## src/rtl/decred_result_arbiter.sv

```systemverilog
// -----------------------------------------------------------------------------
// decred_result_arbiter
//
// Purpose:
//   Several hash macros share one readout bus. When a macro flags a result,
//   this block grants it (round-robin among eligible macros), reads its result
//   record byte by byte over the shared bus, stores each byte tagged with the
//   macro id into an output FIFO, then pulses a per-macro clear to acknowledge
//   the drained record. A burst only starts when the FIFO can hold a whole
//   record, so the FIFO never overflows and a started burst always completes.
//
// Ports:
//   i_clk              single clock for all state
//   i_reset            asynchronous, active-high reset
//   i_enable           permits new bursts to start
//   i_macro_mask       per-macro eligibility (1 = may be serviced)
//   i_data_available   per-macro result-ready flags
//   i_data_from_hash   shared readout byte, valid one cycle after the address
//   o_macro_rd_select  one-hot read select of the granted macro, 0 when idle
//   o_hash_addr        readout address within the macro
//   o_macro_clr        one-cycle one-hot pulse acknowledging a drained record
//   o_out_valid        FIFO holds at least one entry
//   i_out_ready        pop request; honoured only while o_out_valid is high
//   o_out_data         head entry byte
//   o_out_id           head entry macro id
//   o_out_last         head entry is the final byte of its record
//   o_fifo_level       number of occupied FIFO entries
//   o_busy             a burst is in progress
// -----------------------------------------------------------------------------
module decred_result_arbiter #(
    parameter int                NUM_MACROS   = 4,
    parameter int                ADDR_W       = 6,
    parameter int                DATA_W       = 8,
    parameter logic [ADDR_W-1:0] RESULT_BASE  = 6'h20,
    parameter int                RESULT_BYTES = 4,
    parameter int                FIFO_DEPTH   = 16,
    localparam int               ID_W         = (NUM_MACROS > 1) ? $clog2(NUM_MACROS) : 1,
    localparam int               LVL_W        = $clog2(FIFO_DEPTH) + 1
) (
    input  logic                  i_clk,
    input  logic                  i_reset,
    input  logic                  i_enable,
    input  logic [NUM_MACROS-1:0] i_macro_mask,
    input  logic [NUM_MACROS-1:0] i_data_available,
    input  logic [DATA_W-1:0]     i_data_from_hash,
    output logic [NUM_MACROS-1:0] o_macro_rd_select,
    output logic [ADDR_W-1:0]     o_hash_addr,
    output logic [NUM_MACROS-1:0] o_macro_clr,
    output logic                  o_out_valid,
    input  logic                  i_out_ready,
    output logic [DATA_W-1:0]     o_out_data,
    output logic [ID_W-1:0]       o_out_id,
    output logic                  o_out_last,
    output logic [LVL_W-1:0]      o_fifo_level,
    output logic                  o_busy
);

    localparam int CNT_W = (RESULT_BYTES > 1) ? $clog2(RESULT_BYTES) : 1;
    localparam int PTR_W = (FIFO_DEPTH > 1) ? $clog2(FIFO_DEPTH) : 1;
    localparam logic [CNT_W-1:0] LAST_CNT = CNT_W'(RESULT_BYTES - 1);
    localparam logic [PTR_W-1:0] LAST_PTR = PTR_W'(FIFO_DEPTH - 1);

    typedef enum logic [1:0] {
        ST_IDLE,
        ST_READ,
        ST_DRAIN,
        ST_CLEAR
    } state_t;

    typedef struct packed {
        logic [ID_W-1:0]   id;
        logic [DATA_W-1:0] data;
        logic              last;
    } entry_t;

    function automatic logic [NUM_MACROS-1:0] onehot(input logic [ID_W-1:0] id);
        return NUM_MACROS'(1) << id;
    endfunction

    // ---------------------------------------------------------------- state
    state_t                r_state;
    logic [CNT_W-1:0]      r_cnt;
    // Macro of the current burst; between bursts it is the last grant, which
    // is where the next round-robin search starts from.
    logic [ID_W-1:0]       r_grant;
    logic [NUM_MACROS-1:0] r_rd_select;
    logic [ADDR_W-1:0]     r_hash_addr;
    logic [NUM_MACROS-1:0] r_macro_clr;
    logic                  r_busy;

    entry_t                r_mem [FIFO_DEPTH];
    logic [PTR_W-1:0]      r_wr_ptr;
    logic [PTR_W-1:0]      r_rd_ptr;
    logic [LVL_W-1:0]      r_level;

    // ---------------------------------------------------------------- next
    state_t                w_state_next;
    logic [CNT_W-1:0]      w_cnt_next;
    logic [ID_W-1:0]       w_grant_next;
    logic [NUM_MACROS-1:0] w_rd_select_next;
    logic [ADDR_W-1:0]     w_hash_addr_next;
    logic [NUM_MACROS-1:0] w_macro_clr_next;

    logic [NUM_MACROS-1:0] w_eligible;
    logic                  w_room;
    logic                  w_found;
    logic [ID_W-1:0]       w_idx;
    logic [ID_W-1:0]       w_grant_sel;
    logic                  w_push;
    logic                  w_push_last;
    logic                  w_pop;
    entry_t                w_push_entry;
    entry_t                w_head;

    assign w_eligible = i_data_available & i_macro_mask;
    // Space is judged on the registered level only; a pop in the same cycle
    // is not credited, which is conservative and keeps the check simple.
    assign w_room     = (FIFO_DEPTH - int'(r_level)) >= RESULT_BYTES;

    // Round-robin: first eligible macro at or after last_grant+1, wrapping.
    always_comb begin
        w_found     = 1'b0;
        w_idx       = '0;
        w_grant_sel = r_grant;
        for (int i = 1; i <= NUM_MACROS; i++) begin
            w_idx = ID_W'((int'(r_grant) + i) % NUM_MACROS);
            if (!w_found && w_eligible[w_idx]) begin
                w_found     = 1'b1;
                w_grant_sel = w_idx;
            end
        end
    end

    // Next-state logic. Output values are computed for the state being
    // entered and then registered, so every bus-side output is a flop.
    always_comb begin
        // NOTE: every signal written here gets a default first, so no path
        // leaves one unassigned and no latch is inferred.
        w_state_next     = r_state;
        w_cnt_next       = r_cnt;
        w_grant_next     = r_grant;
        w_rd_select_next = '0;
        w_hash_addr_next = '0;
        w_macro_clr_next = '0;
        w_push           = 1'b0;
        w_push_last      = 1'b0;

        unique case (r_state)
            ST_IDLE: begin
                if (i_enable && w_found && w_room) begin
                    w_state_next     = ST_READ;
                    w_cnt_next       = '0;
                    w_grant_next     = w_grant_sel;
                    w_rd_select_next = onehot(w_grant_sel);
                    w_hash_addr_next = RESULT_BASE;
                end
            end

            ST_READ: begin
                w_rd_select_next = onehot(r_grant);
                // Bus data lags the address by one cycle: the byte for
                // address k arrives while address k+1 is driven.
                w_push = (r_cnt != '0);
                if (r_cnt == LAST_CNT) begin
                    w_state_next     = ST_DRAIN;
                    w_hash_addr_next = RESULT_BASE + ADDR_W'(r_cnt);
                end else begin
                    w_cnt_next       = r_cnt + CNT_W'(1);
                    w_hash_addr_next = RESULT_BASE + ADDR_W'(r_cnt) + ADDR_W'(1);
                end
            end

            // Extra cycle that only collects the final lagging byte.
            ST_DRAIN: begin
                w_push           = 1'b1;
                w_push_last      = 1'b1;
                w_macro_clr_next = onehot(r_grant);
                w_state_next     = ST_CLEAR;
            end

            ST_CLEAR: begin
                w_state_next = ST_IDLE;
            end

            default: begin
                w_state_next = ST_IDLE;
            end
        endcase
    end

    // NOTE: sequential state uses non-blocking assignments so every flop
    // samples the pre-edge values regardless of statement order.
    always_ff @(posedge i_clk or posedge i_reset) begin
        if (i_reset) begin
            r_state     <= ST_IDLE;
            r_cnt       <= '0;
            r_grant     <= ID_W'(NUM_MACROS - 1);
            r_rd_select <= '0;
            r_hash_addr <= '0;
            r_macro_clr <= '0;
            r_busy      <= 1'b0;
        end else begin
            r_state     <= w_state_next;
            r_cnt       <= w_cnt_next;
            r_grant     <= w_grant_next;
            r_rd_select <= w_rd_select_next;
            r_hash_addr <= w_hash_addr_next;
            r_macro_clr <= w_macro_clr_next;
            r_busy      <= (w_state_next != ST_IDLE);
        end
    end

    // ---------------------------------------------------------------- FIFO
    assign w_pop        = (r_level != '0) && i_out_ready;
    assign w_push_entry = '{id: r_grant, data: i_data_from_hash, last: w_push_last};

    always_ff @(posedge i_clk or posedge i_reset) begin
        if (i_reset) begin
            r_wr_ptr <= '0;
            r_rd_ptr <= '0;
            r_level  <= '0;
        end else begin
            if (w_push) begin
                r_wr_ptr <= (r_wr_ptr == LAST_PTR) ? '0 : r_wr_ptr + PTR_W'(1);
            end
            if (w_pop) begin
                r_rd_ptr <= (r_rd_ptr == LAST_PTR) ? '0 : r_rd_ptr + PTR_W'(1);
            end
            if (w_push && !w_pop) begin
                r_level <= r_level + LVL_W'(1);
            end else if (w_pop && !w_push) begin
                r_level <= r_level - LVL_W'(1);
            end
        end
    end

    // NOTE: the storage array is deliberately not reset; the pointers and
    // level define which entries are meaningful, and empty reads are masked.
    always_ff @(posedge i_clk) begin
        if (w_push) begin
            r_mem[r_wr_ptr] <= w_push_entry;
        end
    end

    assign w_head = r_mem[r_rd_ptr];

    // ---------------------------------------------------------------- outputs
    assign o_macro_rd_select = r_rd_select;
    assign o_hash_addr       = r_hash_addr;
    assign o_macro_clr       = r_macro_clr;
    assign o_busy            = r_busy;
    assign o_fifo_level      = r_level;
    assign o_out_valid       = (r_level != '0);
    // Head fields read as zero while empty so stale storage never shows.
    assign o_out_data        = o_out_valid ? w_head.data : '0;
    assign o_out_id          = o_out_valid ? w_head.id   : '0;
    assign o_out_last        = o_out_valid ? w_head.last : 1'b0;

endmodule

```

## config.mk

```make
export PLATFORM = sky130hd
export DESIGN_NAME = decred_result_arbiter
export DESIGN_NICKNAME = d
export VERILOG_FILES = /design/src/rtl/decred_result_arbiter.sv
export SDC_FILE = /design/constraint.sdc
export NUM_CORES = 1
export LEC_CHECK = 0
export CAP_MARGIN = 25
export CORE_ASPECT_RATIO = 1.75
export CORE_UTILIZATION = 36
export DETAILED_ROUTE_END_ITERATION = 6
export PLACE_DENSITY_LB_ADDON = 0.12
export RECOVER_POWER = 50
export SETUP_SLACK_MARGIN = 0.3
export SLEW_MARGIN = 20
export SYNTH_ARGS = -nofsm -noshare
export SYNTH_HDL_FRONTEND = slang
export SYNTH_SLANG_ARGS = --single-unit
export TNS_END_PERCENT = 10
```

## constraint.sdc

```tcl
create_clock -name i_clk -period 6.7 [get_ports i_clk]
set_input_delay 1.34 -clock i_clk [delete_from_list [all_inputs] [get_ports i_clk]]
set_output_delay 1.34 -clock i_clk [all_outputs]
set_load 0.005 [all_outputs]
```

==> results.sh, run 1 <==
export IMPL_post_cts_resized=0
export IMPL_cap_viol_max_count=1
export IMPL_post_drt_via_cell_ratio=5.23
export IMPL_clk_path_buf_depth=3
export IMPL_finalSetupViolCount=0
export IMPL_synth_seq_cells=207
export IMPL_synth_top_family_by_area="multiplexers"
export IMPL_fillers=2196
export IMPL_hold_violations=0
export IMPL_io_pins=52
export IMPL_start_kind="register"
export IMPL_die_width_microns=120
export IMPL_synth_area_leaders="edfxtp_1 60%, mux4_2 12%, dfrtp_1 8.3%"
export IMPL_nets=587
export IMPL_cts_setup_buffers=0
export IMPL_ys_flop_type="edfxtp_1"
export IMPL_path_class="reg -> out"
export IMPL_fin_tns_setup_ps=0
export IMPL_slew_viol_final=32
export IMPL_globalplace_congestion=0.850
export IMPL_grt_pass1_wl_microns=29800
export IMPL_powerDensity_nw_per_um2=403
export IMPL_synth_top_area_share=0.601
export IMPL_die_h_microns=209
export IMPL_tightest_slew_ps=1820
export IMPL_seq_area_frac_synth=0.689
export IMPL_core_sq_um=24000
export IMPL_crit_family="multiplexers"
export IMPL_wl_per_cell_microns=22.4
export IMPL_worst_setup_path_end_kind="primary output"
export IMPL_stdcell_area_sq_um=10300
export IMPL_numCtsBuffers=20
export IMPL_period_share=0.680
export IMPL_yosysMostFrequentCell="edfxtp_1"
export IMPL_yosysTopAreaCell="edfxtp_1"
export IMPL_violations="max-capacitance violations, max-slew violations"
export IMPL_syn_inst=486
export IMPL_cts_tree="done"
export IMPL_drive_gt1_frac=0.179
export IMPL_period_minus_slack_ps=4550
export IMPL_multi_input_area_sq_um=2560
export IMPL_hold_class="reg -> reg"
export IMPL_status="finished, violations left"
export IMPL_peakVddDrop_mv=0.193
export IMPL_ys_top_cells_by_count="176 x edfxtp_1, 45 x mux4_2, 29 x dfrtp_1"
export IMPL_clock_skew_ps=14.4
export IMPL_synth_xor_area_share=0.00597
export IMPL_clk_pin_slew_ps=60
export IMPL_grt_use_total=0.161
export IMPL_ff_latch_area_sq_um=6070
export IMPL_ctsHtreeMaxLevel=1
export IMPL_row_count=75
export IMPL_slowest_stage="mux4_1"
export IMPL_slowest_delay_ps=600
export IMPL_path_cells="buf_4 -> mux4_1 -> mux4_2 -> and2_1 -> clkdlybuf4s50_1"
export IMPL_synth_edf_count=176
export IMPL_clockRootBuffer="clkbuf_16"
export IMPL_synthMuxAreaShare=0.146
export IMPL_slew_headroom=-0.212
export IMPL_cts_hold_buf=0
export IMPL_diodes=0
export IMPL_drtPass1Iterations=4
export IMPL_grt_pass1_vias=4833
export IMPL_io_buffers=48
export IMPL_path_buf_inv=2
export IMPL_drt_iter0_markers=228
export IMPL_arrival_ps=3210
export IMPL_drc=0
export IMPL_cts_sinks=207
export IMPL_antenna_found_initial=1
export IMPL_die_area_sq_um=25100
export IMPL_synthAdderAreaFrac=0.0321
export IMPL_netlist_area_sq_um=8800
export IMPL_worst_path_max_fanout=21
export IMPL_area_growth_pct=16.6
export IMPL_synth_compound_area_frac=0.0448
export IMPL_cp_required_ps=5360
export IMPL_max_freq_mhz=220
export IMPL_async_flop_share=0.150
export IMPL_postRouteAntennaNets=0
export IMPL_synth_simple_gate_area_share=0.0533
export IMPL_clkLatencyLatePin_ps=490
export IMPL_start_util=0.366
export IMPL_netlist_cell_type_count=54
export IMPL_yosysWarnings=0
export IMPL_leakage_nw=3.48
export IMPL_grt_max_degree=49
export IMPL_vias=4528
export IMPL_rsz0062_at_grt="no"
export IMPL_totalWireLength_microns=19400
export IMPL_post_synth_cell_area_avg_sq_um=18.1
export IMPL_hpwl_microns=12200
export IMPL_gr_total_overflow=0
export IMPL_place_area_sq_um=9660
export IMPL_r2r_slack_ps=3260
-- per-layer routing --
| layer | vias up | track usage | part of all wire |
|---|---|---|---|
| met1 | 2337 | 0.201 | 0.40 |
| met4 | 0 | 0.0500 | 0.026 |
| met3 | 37 | 0.0191 | 0.035 |
| li1 | 2042 | - | - |
| met2 | 112 | 0.288 | 0.53 |
| met5 | - | 0 | 0 |
-- flip-flops by register name, indices dropped and copies added (netlist names) --
name               flops
r_mem                176
o_fifo_level           5
o_macro_clr            4
o_macro_rd_select      4
r_rd_ptr               4
r_wr_ptr               4
o_hash_addr            3
r_cnt                  2
r_grant                2
r_state                2
o_busy                 1
-- power by group --
group / total [W] / internal, W / leakage (nW) / switching (W)
clock: 0.00105 / 0.000575 / 0.300 / 0.000471
sequential: 0.00178 / 0.00156 / 1.97 / 0.000226
combinational: 0.00130 / 0.000753 / 1.20 / 0.000550
total: 0.00413 / 0.00288 / 3.48 / 0.00125
-- worst reg2reg max path, stage by stage, from the launching register on --
cell     delay, ps
dfrtp_1        400
inv_1          110
ha_1           670
o21a_1         480
ha_1           310
inv_1          110
ha_1           320
nor2b_1        140
o21a_1         170
or3_1          300
a21oi_1        210
xnor2_1        150
-- cell usage in the layout, fill, tap and decap left out, types with 10 or more instances in the layout --
master	count
clkdlybuf4s50_1	38
clkbuf_16	20
mux4_1	10
inv_1	18
ha_1	21
edfxtp_1	176
mux4_2	45
a21oi_1	10
dfrtp_1	27
nand2_1	25
dlygate4sd3_1	10
and2_1	14
o21ai_0	19
-- final timing paths --
path | cells past startpoint | end | from
max in group asynchronous | 3 | r_rd_ptr[1] | i_reset
worst min register to register | 1 | r_cnt[1] | r_cnt[1]
worst max-delay path | 5 | o_out_data[6] | r_rd_ptr[0]
worst min-delay path | 1 | r_cnt[1] | r_cnt[1]
worst max register to register | 11 | o_fifo_level[4] | r_state[0]
min in group asynchronous | 3 | r_cnt[1] | i_reset
-- stage by stage --
step | setup slack [ps] | utilization | power, W | hold slack (ps) | std cells
global placement | 2610 | 0.401 | 0.00313 | 537 | 828
detailed placement | 2610 | 0.402 | 0.00315 | 565 | 831
floorplan | 3480 | - | 0.00264 | 513 | 488
global route | 2000 | 0.427 | 0.00437 | 615 | 866
CTS | 2080 | 0.427 | 0.00420 | 582 | 866
finish | 2150 | 0.427 | 0.00413 | 574 | 866
-- cells by family (layout without fill, tap and decap cells) --
logic type	Yosys count	count (layout)
AOI/OAI and AO/OA	59	59
xor gates and xnor gates	6	6
muxes	56	56
other	1	3
buffers and inverters	42	112
DFF	207	207
adders and majority gates	22	22
and+or+nand+nor	93	93
-- cell type report --
cell class,instances,area share
timing repair buffer,59,0.0556
clock inverter,10,0.00634
tap,308,0.0376
clock buffer,25,0.0526
inverter,18,0.00659
sequential,207,0.592
multi-input combinational,239,0.250
(Power assumes the default switching activity.)
==> run 2: changes to the inputs <==
==> constraint.sdc (replaced) <==
create_clock -name i_clk -period 4.5 [get_ports i_clk]
set_input_delay 0.9 -clock i_clk [delete_from_list [all_inputs] [get_ports i_clk]]
set_output_delay 0.9 -clock i_clk [all_outputs]
set_load 0.005 [all_outputs]
==> results.sh, run 2 (same netlist as run 1, synthesis figures left out) <==
export IMPL_status="finished, violations left"
export IMPL_violations="max-capacitance violations, max-slew violations"
export IMPL_hold_path_end="r_state[1]"
export IMPL_vias=4593
export IMPL_powerDensity_nw_per_um2=611
export IMPL_hpwl_microns=12300
export IMPL_row_count=75
export IMPL_die_h_microns=209
export IMPL_grt_use_total=0.166
export IMPL_io_pins=52
export IMPL_post_drt_via_cell_ratio=5.32
export IMPL_clockRootBuffer="clkbuf_16"
export IMPL_area_growth_pct=16.9
export IMPL_max_freq_mhz=252
export IMPL_cap_viol_max_count=1
export IMPL_cts_hold_buf=0
export IMPL_drc=0
export IMPL_slew_headroom=-0.0196
export IMPL_leakage_nw=3.46
export IMPL_hold_violations=0
export IMPL_timing_rr_start="r_state[1]"
export IMPL_clk_pin_slew_ps=60
export IMPL_grt_pass1_vias=5153
export IMPL_final_common_cell="edfxtp_1"
export IMPL_largest_reg_flops=176
export IMPL_rr_endpoint="o_fifo_level[4]"
export IMPL_drtPass1Iterations=4
export IMPL_nets=584
export IMPL_grt_pass1_wl_microns=30500
export IMPL_post_cts_resized=0
export IMPL_antenna_found_initial=1
export IMPL_worst_setup_path_end_kind="primary output"
export IMPL_gr_total_overflow=0
export IMPL_drt_iter0_markers=160
export IMPL_die_width_microns=120
export IMPL_placed_cells=828
export IMPL_clkLatencyLatePin_ps=490
export IMPL_cts_sinks=207
export IMPL_start_kind="register"
export IMPL_worst_path_max_fanout=28
export IMPL_hold_path_startpoint="r_state[1]"
export IMPL_period_share=0.883
export IMPL_r2r_cells=12
export IMPL_clock_skew_ps=5.53
export IMPL_rsz0062_at_grt="no"
export IMPL_totalWireLength_microns=19500
export IMPL_top_register="r_mem"
export IMPL_r2r_slack_ps=1260
export IMPL_period_minus_slack_ps=3970
export IMPL_start_util=0.366
export IMPL_cp_required_ps=3600
export IMPL_postRouteAntennaNets=0
export IMPL_tightest_slew_ps=1530
export IMPL_p_total_w=0.00628
export IMPL_numCtsBuffers=20
export IMPL_finalSetupViolCount=0
export IMPL_wl_per_cell_microns=22.6
export IMPL_diodes=0
export IMPL_fin_tns_setup_ps=0
export IMPL_cts_tree="done"
export IMPL_ctsHtreeMaxLevel=1
export IMPL_die_area_sq_um=25100
export IMPL_arrival_ps=3070
export IMPL_hold_class="reg -> reg"
export IMPL_path_class="reg -> out"
export IMPL_globalplace_congestion=0.759
export IMPL_core_sq_um=24000
export IMPL_final_cell_mix="176 x edfxtp_1, 45 x mux4_2, 39 x clkdlybuf4s50_1"
export IMPL_stdcell_count=864
export IMPL_slew_viol_final=28
export IMPL_cts_setup_buffers=0
export IMPL_drive_gt1_frac=0.176
export IMPL_grt_max_degree=30
export IMPL_io_buffers=48
export IMPL_whs_path_depth=2
export IMPL_peakVddDrop_mv=0.419
export IMPL_clk_path_buf_depth=3
==> run 2: power by group <==
| group | internal [W] | leakage [nW] | switching, W |
|---|---|---|---|
| logic | 0.00113 | 1.18 | 0.000890 |
| clock network | 0.000976 | 0.304 | 0.000694 |
| registers | 0.00231 | 1.97 | 0.000269 |
==> run 2: worst max-delay path by stage <==
stage	start	depth (start not counted)	slack [ps]	endpoint
after global routing	r_rd_ptr[0]	5	370	o_out_data[6]
after global placement	r_rd_ptr[0]	5	1030	o_out_data[6]
after CTS	r_rd_ptr[0]	5	480	o_out_data[6]
final	r_rd_ptr[0]	5	530	o_out_data[6]
after detailed placement	r_rd_ptr[0]	5	1010	o_out_data[6]
after floorplan	r_state[0]	12	1590	o_fifo_level[4]
==> run 2: routing by layer <==
metal	vias to the layer above	global-route usage	share of wire
li1	2036	-	-
met5	-	0	0
met3	35	0.0199	0.040
met2	119	0.306	0.54
met1	2403	0.195	0.39
met4	0	0.0612	0.027
==> run 2: final cells by class <==
cell class	count	area, sq um
Fill cell	2216	13700
Sequential cell	207	6070
Multi-Input combinational cell	239	2570
Clock buffer	28	552
Timing Repair Buffer	56	546
Tap cell	308	385
Clock inverter	8	97.6
Inverter	18	67.6
==> run 2: critical path: stages (launching register included) <==
cell and delay [ps]:
dfrtp_2 350, buf_4 480, mux4_1 610, mux4_2 480, and2_1 180, clkdlybuf4s50_1 450
==> run 2: per-stage QoR <==
stage / worst slack, ps / cell area [sq um] / util / hold slack, ps
2_1_floorplan: 1590 / 8800 / - / 513
3_3_place_gp: 1030 / 9640 / 0.401 / 546
3_5_place_dp: 1010 / 9640 / 0.401 / 562
4_1_cts: 480 / 10300 / 0.428 / 588
5_1_grt: 373 / 10300 / 0.428 / 613
6_report: 528 / 10300 / 0.428 / 580
==> run 3: changes to the inputs <==
==> constraint.sdc (replaced) <==
create_clock -name i_clk -period 4.6 [get_ports i_clk]
set_input_delay 0.92 -clock i_clk [delete_from_list [all_inputs] [get_ports i_clk]]
set_output_delay 0.92 -clock i_clk [all_outputs]
set_load 0.005 [all_outputs]
==> results.sh, run 3 (same netlist as run 1, synthesis figures left out) <==
export IMPL_status="finished, violations left"
export IMPL_violations="max-capacitance violations, max-slew violations"
export IMPL_cts_setup_buffers=0
export IMPL_timing_rr_start="r_state[1]"
export IMPL_area_growth_pct=17.7
export IMPL_wl_per_cell_microns=23.1
export IMPL_grt_use_total=0.167
export IMPL_globalplace_congestion=0.887
export IMPL_finalSetupViolCount=0
export IMPL_met3_usage=0.0183
export IMPL_cts_hold_buf=0
export IMPL_r2r_slack_ps=1310
export IMPL_powerDensity_nw_per_um2=608
export IMPL_top_register="r_mem"
export IMPL_period_share=0.849
export IMPL_tightest_slew_ps=1530
export IMPL_period_minus_slack_ps=3910
export IMPL_rsz0062_at_grt="no"
export IMPL_path_cells="buf_12 -> mux4_2 -> mux4_2 -> and2_1 -> clkdlybuf4s50_1"
export IMPL_nets=586
export IMPL_drc=0
export IMPL_rr_endpoint="o_fifo_level[4]"
export IMPL_ctsHtreeMaxLevel=1
export IMPL_drtPass1Iterations=4
export IMPL_slew_viol_final=27
export IMPL_die_width_microns=120
export IMPL_whs_path_depth=1
export IMPL_vias=4556
export IMPL_cts_tree="done"
export IMPL_slowest_stage="dfrtp_2"
export IMPL_final_cell_mix="176 x edfxtp_1, 45 x mux4_2, 37 x clkdlybuf4s50_1"
export IMPL_clockRootBuffer="clkbuf_16"
export IMPL_clk_path_buf_depth=3
export IMPL_use_met1=0.206
export IMPL_post_place_ws_ps=1120
export IMPL_hold_class="reg -> reg"
export IMPL_start_util=0.366
export IMPL_grt_pass1_vias=4911
export IMPL_slowest_delay_ps=740
export IMPL_cp_required_ps=3680
export IMPL_io_pins=52
export IMPL_cts_sinks=207
export IMPL_path_class="reg -> out"
export IMPL_final_common_cell="edfxtp_1"
export IMPL_antenna_found_initial=1
export IMPL_slew_headroom=-0.0202
export IMPL_arrival_ps=2990
export IMPL_numCtsBuffers=20
export IMPL_drive_gt1_frac=0.181
export IMPL_largest_reg_flops=176
export IMPL_fin_tns_setup_ps=0
export IMPL_start_kind="register"
export IMPL_grt_pass1_wl_microns=30500
export IMPL_hold_path_startpoint="r_cnt[1]"
export IMPL_gr_total_overflow=0
export IMPL_post_drt_via_cell_ratio=5.26
export IMPL_drt_iter0_markers=218
export IMPL_r2r_cells=12
export IMPL_io_buffers=48
export IMPL_die_h_microns=209
export IMPL_leakage_nw=3.51
export IMPL_clock_skew_ps=6.58
export IMPL_fin_ws_ps=693
export IMPL_clkLatencyLatePin_ps=500
export IMPL_postRouteAntennaNets=0
export IMPL_peakVddDrop_mv=0.388
export IMPL_core_sq_um=24000
export IMPL_grt_max_degree=34
export IMPL_worst_setup_path_end_kind="primary output"
export IMPL_die_area_sq_um=25100
export IMPL_max_freq_mhz=256
export IMPL_post_cts_resized=0
export IMPL_worst_path_max_fanout=28
export IMPL_grtUsageMet2=0.298
export IMPL_cp_common_cell="mux4_2"
export IMPL_hold_violations=0
export IMPL_clk_pin_slew_ps=70
export IMPL_hold_path_end="r_cnt[1]"
export IMPL_hpwl_microns=12200
export IMPL_diodes=0
export IMPL_busiest_layer="met2"
export IMPL_row_count=75
export IMPL_totalWireLength_microns=20000
export IMPL_cap_viol_max_count=1
run 3: changes by cell type in the layout (fill, tap and decap cells not counted), sizes merged:
| cell | delta |
|---|---|
| clkinvlp | -1 |
| clkinv | +5 |
| buf | +2 |
| clkbuf | -5 |
| clkdlybuf4s50 | -2 |
| dlygate4sd3 | +2 |
| bufinv | +1 |
run 3: worst max path at each step:
| stage | from | end | slack, ps | depth (start not counted) |
|---|---|---|---|---|
| CTS | r_rd_ptr[1] | o_out_data[6] | 640 | 5 |
| global route | r_rd_ptr[1] | o_out_data[6] | 580 | 5 |
| global placement | i_out_ready | o_fifo_level[4] | 1170 | 11 |
| detailed placement | i_out_ready | o_fifo_level[4] | 1120 | 11 |
| floorplan | r_state[0] | o_fifo_level[4] | 1690 | 12 |
| finish | r_rd_ptr[1] | o_out_data[6] | 690 | 5 |
run 3: area by class of cell:
class | instances | area [sq um]
Multi-Input combinational cell | 239 | 2560
Inverter | 18 | 67.6
Timing Repair Buffer | 58 | 573
Tap cell | 308 | 385
Clock inverter | 13 | 143
Clock buffer | 23 | 553
Fill cell | 2174 | 13700
Sequential cell | 207 | 6070
run 3: stage by stage:
step	hold slack, ps	total power [W]	cells	instance area [sq um]	util
finish	567	0.00630	866	10300	0.431
global route	592	0.00663	866	10300	0.431
CTS	562	0.00638	866	10400	0.431
detailed placement	539	0.00464	830	9660	0.402
global placement	546	0.00458	830	9660	0.402
floorplan	513	0.00385	488	8800	-
run 3: power by group:
| part | switching [W] | internal, W |
|---|---|---|
| Combinational | 0.000923 | 0.00112 |
| Sequential | 0.000250 | 0.00226 |
| Clock | 0.000704 | 0.00103 |
run 3: routing by layer:
layer / vias to the layer above / part of all wire / wire [microns]
met4: 0 / 0.026 / 517
met3: 30 / 0.028 / 553
met2: 116 / 0.54 / 10900
met5: - / 0 / 0
met1: 2365 / 0.40 / 8060
li1: 2045 / - / -
run 3: critical path: cells and delay by family, from the launching register on:
family	cells	cell delay, ps
multiplexers	2	820
flip-flops	1	740
buffers and inverters	2	740
AND/OR/NAND/NOR	1	170
